[src/rtl/mem_access_ctrl.sv]
// MAR/MDR/SRAM access sequencer: one load or store at a time, programmable wait states.
// Outputs are a decode of the state, flopped alongside it so they change only on Clk.
module mem_access_ctrl #(
  parameter int unsigned WAIT_CYCLES = 2
) (
  input  logic Clk,
  input  logic Reset,
  input  logic Req,
  input  logic Write,
  output logic Busy,
  output logic Done,
  output logic LD_MAR,
  output logic LD_MDR,
  output logic MIO_EN,
  output logic CE_N,
  output logic OE_N,
  output logic WE_N
);

  localparam int unsigned CNT_W = $clog2(WAIT_CYCLES + 1);
  localparam logic [CNT_W-1:0] CNT_LAST = CNT_W'(WAIT_CYCLES - 1);

  typedef enum logic [2:0] {
    IDLE     = 3'd0,
    ADDR     = 3'd1,
    RD_WAIT  = 3'd2,
    RD_LATCH = 3'd3,
    WR_LOAD  = 3'd4,
    WR_PULSE = 3'd5,
    WR_HOLD  = 3'd6,
    DONE     = 3'd7
  } state_e;

  state_e           state_q, state_d;
  logic             wr_q, wr_d;
  logic [CNT_W-1:0] cnt_q, cnt_d;

  logic busy_d, done_d, ld_mar_d, ld_mdr_d, mio_en_d, ce_n_d, oe_n_d, we_n_d;
  logic busy_q, done_q, ld_mar_q, ld_mdr_q, mio_en_q, ce_n_q, oe_n_q, we_n_q;

  // State, captured direction, wait counter and output flops
  always_ff @(posedge Clk) begin
    if (Reset) begin
      state_q  <= IDLE;
      wr_q     <= 1'b0;
      cnt_q    <= '0;
      busy_q   <= 1'b0;
      done_q   <= 1'b0;
      ld_mar_q <= 1'b0;
      ld_mdr_q <= 1'b0;
      mio_en_q <= 1'b0;
      ce_n_q   <= 1'b1;
      oe_n_q   <= 1'b1;
      we_n_q   <= 1'b1;
    end else begin
      state_q  <= state_d;
      wr_q     <= wr_d;
      cnt_q    <= cnt_d;
      busy_q   <= busy_d;
      done_q   <= done_d;
      ld_mar_q <= ld_mar_d;
      ld_mdr_q <= ld_mdr_d;
      mio_en_q <= mio_en_d;
      ce_n_q   <= ce_n_d;
      oe_n_q   <= oe_n_d;
      we_n_q   <= we_n_d;
    end
  end

  // Next-state logic; Req/Write only matter in IDLE
  always_comb begin
    state_d = state_q;
    wr_d    = wr_q;
    cnt_d   = cnt_q;
    case (state_q)
      IDLE: begin
        if (Req) begin
          wr_d    = Write;
          state_d = ADDR;
        end
      end
      ADDR: begin
        cnt_d   = '0;
        state_d = wr_q ? WR_LOAD : RD_WAIT;
      end
      RD_WAIT: begin
        cnt_d = cnt_q + CNT_W'(1);
        if (cnt_q == CNT_LAST) state_d = RD_LATCH;
      end
      RD_LATCH: state_d = DONE;
      WR_LOAD: begin
        cnt_d   = '0;
        state_d = WR_PULSE;
      end
      WR_PULSE: begin
        cnt_d = cnt_q + CNT_W'(1);
        if (cnt_q == CNT_LAST) state_d = WR_HOLD;
      end
      WR_HOLD: state_d = DONE;
      DONE:    state_d = IDLE;
      default: state_d = IDLE;
    endcase
  end

  // Output decode of the state being entered, so the flops track state_q exactly
  always_comb begin
    busy_d   = (state_d != IDLE);
    done_d   = 1'b0;
    ld_mar_d = 1'b0;
    ld_mdr_d = 1'b0;
    mio_en_d = 1'b0;
    ce_n_d   = 1'b1;
    oe_n_d   = 1'b1;
    we_n_d   = 1'b1;
    case (state_d)
      ADDR: ld_mar_d = 1'b1;
      RD_WAIT: begin
        ce_n_d   = 1'b0;
        oe_n_d   = 1'b0;
        mio_en_d = 1'b1;
      end
      RD_LATCH: begin
        ce_n_d   = 1'b0;
        oe_n_d   = 1'b0;
        mio_en_d = 1'b1;
        ld_mdr_d = 1'b1;
      end
      WR_LOAD: ld_mdr_d = 1'b1;
      WR_PULSE: begin
        ce_n_d = 1'b0;
        we_n_d = 1'b0;
      end
      WR_HOLD: ce_n_d = 1'b0;
      DONE:    done_d = 1'b1;
      default: ;
    endcase
  end

  assign Busy   = busy_q;
  assign Done   = done_q;
  assign LD_MAR = ld_mar_q;
  assign LD_MDR = ld_mdr_q;
  assign MIO_EN = mio_en_q;
  assign CE_N   = ce_n_q;
  assign OE_N   = oe_n_q;
  assign WE_N   = we_n_q;

endmodule

[config.mk]
export PLATFORM = sky130hd
export DESIGN_NAME = mem_access_ctrl
export DESIGN_NICKNAME = d
export VERILOG_FILES = /design/src/rtl/mem_access_ctrl.sv
export SDC_FILE = /design/constraint.sdc
export NUM_CORES = 1
export LEC_CHECK = 0
export ABC_CLOCK_PERIOD_IN_PS = 2400
export BUFFER_PORTS_ARGS = -buffer_cell sky130_fd_sc_hd__buf_4
export CAP_MARGIN = 20
export CORE_AREA = 2 2 39 41
export DETAILED_ROUTE_END_ITERATION = 8
export DIE_AREA = 0 0 41 43
export PLACE_DENSITY = 0.69
export SYNTH_ARGS = -nofsm -noshare
export SYNTH_HDL_FRONTEND = slang
export SYNTH_SLANG_ARGS = --single-unit
[constraint.sdc]
create_clock -name Clk -period 2.4 [get_ports Clk]
set_input_delay 0.12 -clock Clk [delete_from_list [all_inputs] [get_ports Clk]]
set_output_delay 0.12 -clock Clk [all_outputs]
set_load 0.02 [all_outputs]
==> impl_metrics.xml <==
<?xml version="1.0" encoding="UTF-8"?>
<metrics>
  <group name="outcome">
    <metric name="run_status" unit="">complete, no violations</metric>
  </group>
  <group name="synthesis">
    <metric name="synth.net_count" unit="">80</metric>
    <metric name="yosysTopAreaCell" unit="">sky130_fd_sc_hd__dfxtp_1</metric>
    <metric name="yosysWarningCount" unit="">0</metric>
    <metric name="netlist_instances" unit="">75</metric>
    <metric name="synth.lib_cells_used.distinct" unit="">25</metric>
    <metric name="synth.yosys.seq_area_share" unit="%">45.3</metric>
    <metric name="synthesis.area" unit="sq um">619</metric>
    <metric name="ys_top_cells_by_area" unit="">sky130_fd_sc_hd__dfxtp_1, sky130_fd_sc_hd__nor3_1, sky130_fd_sc_hd__a22oi_1, sky130_fd_sc_hd__nor2_1, sky130_fd_sc_hd__nand2_1</metric>
    <metric name="synth-seq-cells" unit="">14</metric>
    <metric name="synth_top_area_share" unit="%">45.3</metric>
    <metric name="syn-mean-instance-area" unit="sq um">8.26</metric>
  </group>
  <group name="timing">
    <metric name="slew_viol_final" unit="">0</metric>
    <metric name="worst-slew-pin-transition" unit="ps">592</metric>
    <metric name="tns" unit="ps">0</metric>
    <metric name="period_share" unit="%">66.6</metric>
    <metric name="finalWorstSetupSlack" unit="ps">801</metric>
    <metric name="timing.final.hold_violations" unit="">0</metric>
    <metric name="slew-limit-headroom" unit="%">60.5</metric>
    <metric name="finClkSkew" unit="ps">3.44</metric>
    <metric name="final-setup-viol-count" unit="">0</metric>
    <metric name="maxClockFrequency" unit="MHz">625</metric>
    <metric name="grt_setup_unrepaired" unit="">no</metric>
    <metric name="period_minus_slack" unit="ps">1600</metric>
  </group>
  <group name="detailed_routing">
    <metric name="drt-pass1-iter-count" unit="">4</metric>
    <metric name="drt_iter0_markers" unit="">11</metric>
    <metric name="met1_length" unit="microns">535</metric>
    <metric name="viasPerCell" unit="">5.50</metric>
    <metric name="routed_length_per_placed_instance" unit="microns">11.8</metric>
    <metric name="top_sig_layer" unit="">met4</metric>
    <metric name="route.final.wire_length" unit="microns">1190</metric>
    <metric name="drt_drc_violations_left" unit="">0</metric>
    <metric name="met2_wirelength" unit="microns">587</metric>
    <metric name="route.vias.total" unit="">555</metric>
    <metric name="postRouteAntennaNets" unit="">0</metric>
    <metric name="route.met3.wl" unit="microns">50</metric>
  </group>
  <group name="die">
    <metric name="die-width" unit="microns">41</metric>
    <metric name="floorplan.die_area" unit="sq um">1760</metric>
    <metric name="floorplan.io_pins" unit="">12</metric>
    <metric name="floorplan.initialDensity" unit="%">44.8</metric>
    <metric name="die_height" unit="microns">43</metric>
    <metric name="rows" unit="">14</metric>
    <metric name="core_area" unit="sq um">1380</metric>
  </group>
  <group name="cts">
    <metric name="cts_max_path_buffers" unit="">2</metric>
    <metric name="post_cts_buffers" unit="">0</metric>
    <metric name="cts_tree" unit="">done</metric>
    <metric name="postCtsResizedCells" unit="">0</metric>
    <metric name="cts_htree_levels" unit="">1</metric>
    <metric name="cell_chosen_for_the_clock_root" unit="">sky130_fd_sc_hd__clkbuf_4</metric>
    <metric name="clock_sinks" unit="">14</metric>
    <metric name="postCtsHoldBufs" unit="">0</metric>
    <metric name="number_of_clock_buffers_inserted_by_tritoncts" unit="">3</metric>
    <metric name="clk_transition_reported_paths" unit="ps">80</metric>
    <metric name="clk_latency" unit="ps">270</metric>
  </group>
  <group name="place">
    <metric name="dpl_worst_slack" unit="ps">831</metric>
    <metric name="port_buffer_count" unit="">11</metric>
    <metric name="routability_congestion_estimate_from_global_placement" unit="">0.800</metric>
    <metric name="place_hpwl" unit="microns">825</metric>
  </group>
  <group name="power_and_ir_drop">
    <metric name="total_switching_power" unit="W">0.000189</metric>
    <metric name="power_switching_share" unit="%">31.1</metric>
    <metric name="power.sequential.fraction" unit="%">48.2</metric>
    <metric name="clock_power_share" unit="%">27.3</metric>
    <metric name="p_per_area" unit="nW/um^2">829</metric>
    <metric name="static-leakage-power" unit="nW">0.277</metric>
    <metric name="p_int" unit="W">0.000420</metric>
    <metric name="combPwrFrac" unit="%">24.5</metric>
    <metric name="vdd.ir_drop.worst" unit="mV">0.363</metric>
  </group>
  <group name="grt">
    <metric name="grt_use_total" unit="%">16.7</metric>
    <metric name="grt_pass1_vias" unit="">455</metric>
    <metric name="pin_count_of_the_biggest_net_entering_global_routing" unit="">19</metric>
    <metric name="grt_overflow_total" unit="">0</metric>
    <metric name="wire_length_of_the_first_global_routing_pass" unit="microns">1950</metric>
    <metric name="antenna_violations_before_repair" unit="">0</metric>
  </group>
  <group name="worst_setup_path">
    <metric name="crit_type" unit="">flop to flop</metric>
    <metric name="regToRegSetupSlack" unit="ps">800</metric>
    <metric name="critical_path_peak_fanout" unit="">15</metric>
    <metric name="start_of_the_worst_register_to_register_path" unit="">state_q[0]</metric>
    <metric name="worst-endpoint-required" unit="ps">2570</metric>
    <metric name="crit-reg2reg-capture" unit="">WE_N</metric>
    <metric name="number_of_cells_on_the_worst_reg_to_reg_path" unit="">4</metric>
    <metric name="critical_path.startpoint" unit="">state_q[0]</metric>
    <metric name="start_kind" unit="">flop</metric>
    <metric name="endpoint" unit="">WE_N</metric>
    <metric name="crit_arrival" unit="ps">1770</metric>
    <metric name="worst_setup_path_end_kind" unit="">flop</metric>
  </group>
  <group name="finish">
    <metric name="diodes" unit="">0</metric>
    <metric name="register_area" unit="sq um">280</metric>
    <metric name="fin_util" unit="%">53.1</metric>
    <metric name="area_added_between_synthesis_and_finish" unit="%">18.6</metric>
    <metric name="combined_area_of_the_multi_input_logic_cells" unit="sq um">300</metric>
    <metric name="drive_gt1_share" unit="%">18.8</metric>
    <metric name="finish.net_count" unit="">91</metric>
    <metric name="layout.filler_cells" unit="">149</metric>
  </group>
  <group name="run">
    <metric name="max_cap_violations" unit="">0</metric>
  </group>
  <group name="hold_path">
    <metric name="min_path_type" unit="">input port to flop</metric>
  </group>
</metrics>
kinds of logic (layout without fill, tap and decap cells):
| logic type | after synthesis | count (layout) | synth area share (%) |
|---|---|---|---|
| and+or+nand+nor | 30 | 30 | 23.2 |
| DFF | 14 | 14 | 45.3 |
| adders and majority gates | 1 | 1 | 2.02 |
| buffers and inverters | 9 | 19 | 6.26 |
| AOI/OAI and AO/OA | 19 | 19 | 20.4 |
| xor gates and xnor gates | 2 | 2 | 2.83 |
power groups by stage:
stage	clock network (W)	logic (W)	registers (W)
2_1_floorplan	0	0.000110	0.000295
6_report	0.000166	0.000149	0.000293
3_5_place_dp	0	0.000149	0.000299
4_1_cts	0.000174	0.000149	0.000293
3_3_place_gp	0	0.000147	0.000297
5_1_grt	0.000186	0.000166	0.000300
cell usage after synthesis (all sizes together):
library cell and n:
ha 1, nor4 2, clkbuf 1, buf 4, nor2 8, xnor2 2, nand2b 1, nor3 6
a22oi 4, nand3 1, o21ai 3, o22ai 2, or3 1, a31oi 2, o22a 2, nand2 7
a221oi 1, a21oi 3, or2 1, dfxtp 14, o21a 1, nor2b 3, inv 4, a211oi 1
metrics by stage:
| stage | power [W] | cells | instance area (sq um) | hold slack, ps |
|---|---|---|---|---|
| floorplan | 0.000404 | 75 | 619 | 239 |
| global placement | 0.000444 | 97 | 698 | 389 |
| detailed placement | 0.000448 | 97 | 698 | 398 |
| CTS | 0.000616 | 101 | 734 | 96.1 |
| global route | 0.000652 | 101 | 734 | 99.6 |
| finish | 0.000609 | 101 | 734 | 110 |
flip-flops by register name, summed over array words and instances, names as in the netlist:
| signal | cells |
|---|---|
| state_q | 3 |
| cnt_q | 2 |
| Busy | 1 |
| CE_N | 1 |
| Done | 1 |
| LD_MAR | 1 |
| LD_MDR | 1 |
| MIO_EN | 1 |
| OE_N | 1 |
| WE_N | 1 |
| wr_q | 1 |
placed cells by master (no fill, tap or decap), drive strengths merged:
cell	instances
nor3	6
inv	4
clkbuf	4
nand2	7
a211oi	1
xnor2	2
o22ai	2
nor2	8
o21a	1
nand2b	1
o21ai	3
dfxtp	14
or2	1
a22oi	4
a221oi	1
buf	11
nor2b	3
or3	1
a21oi	3
ha	1
o22a	2
nor4	2
a31oi	2
nand3	1
final cells by class:
| cell class | count | share of cell area, % |
|---|---|---|
| repair buffers | 11 | 11.2 |
| well taps | 16 | 2.73 |
| clock buffers | 4 | 4.94 |
| flip-flops and latches | 14 | 38.2 |
| multi-input cells | 52 | 40.9 |
| inverters | 4 | 2.04 |
worst min path at each step:
stage                      from          to  slack, ps  depth (start not counted)
final                     Reset  state_q[0]        110                          2
after global routing      Reset  state_q[0]        100                          2
after CTS                 Reset  state_q[0]        100                          2
after detailed placement  Reset  state_q[0]        400                          2
after global placement    Write        wr_q        390                          3
after floorplan           Reset        CE_N        240                          1
worst max-delay path, cell delays in order, from the launching register on:
cell and delay, ps:
sky130_fd_sc_hd__dfxtp_1 620, sky130_fd_sc_hd__nor2b_2 250, sky130_fd_sc_hd__a22oi_1 90, sky130_fd_sc_hd__or3_1 340
sky130_fd_sc_hd__or2_1 210
routing by layer:
metal,vias to the layer above,track usage (%)
li1,286,-
met1,256,21.7
met2,11,23.4
met3,2,3.14
met4,0,12.0
met5,-,0
(Power assumes the default switching activity.)
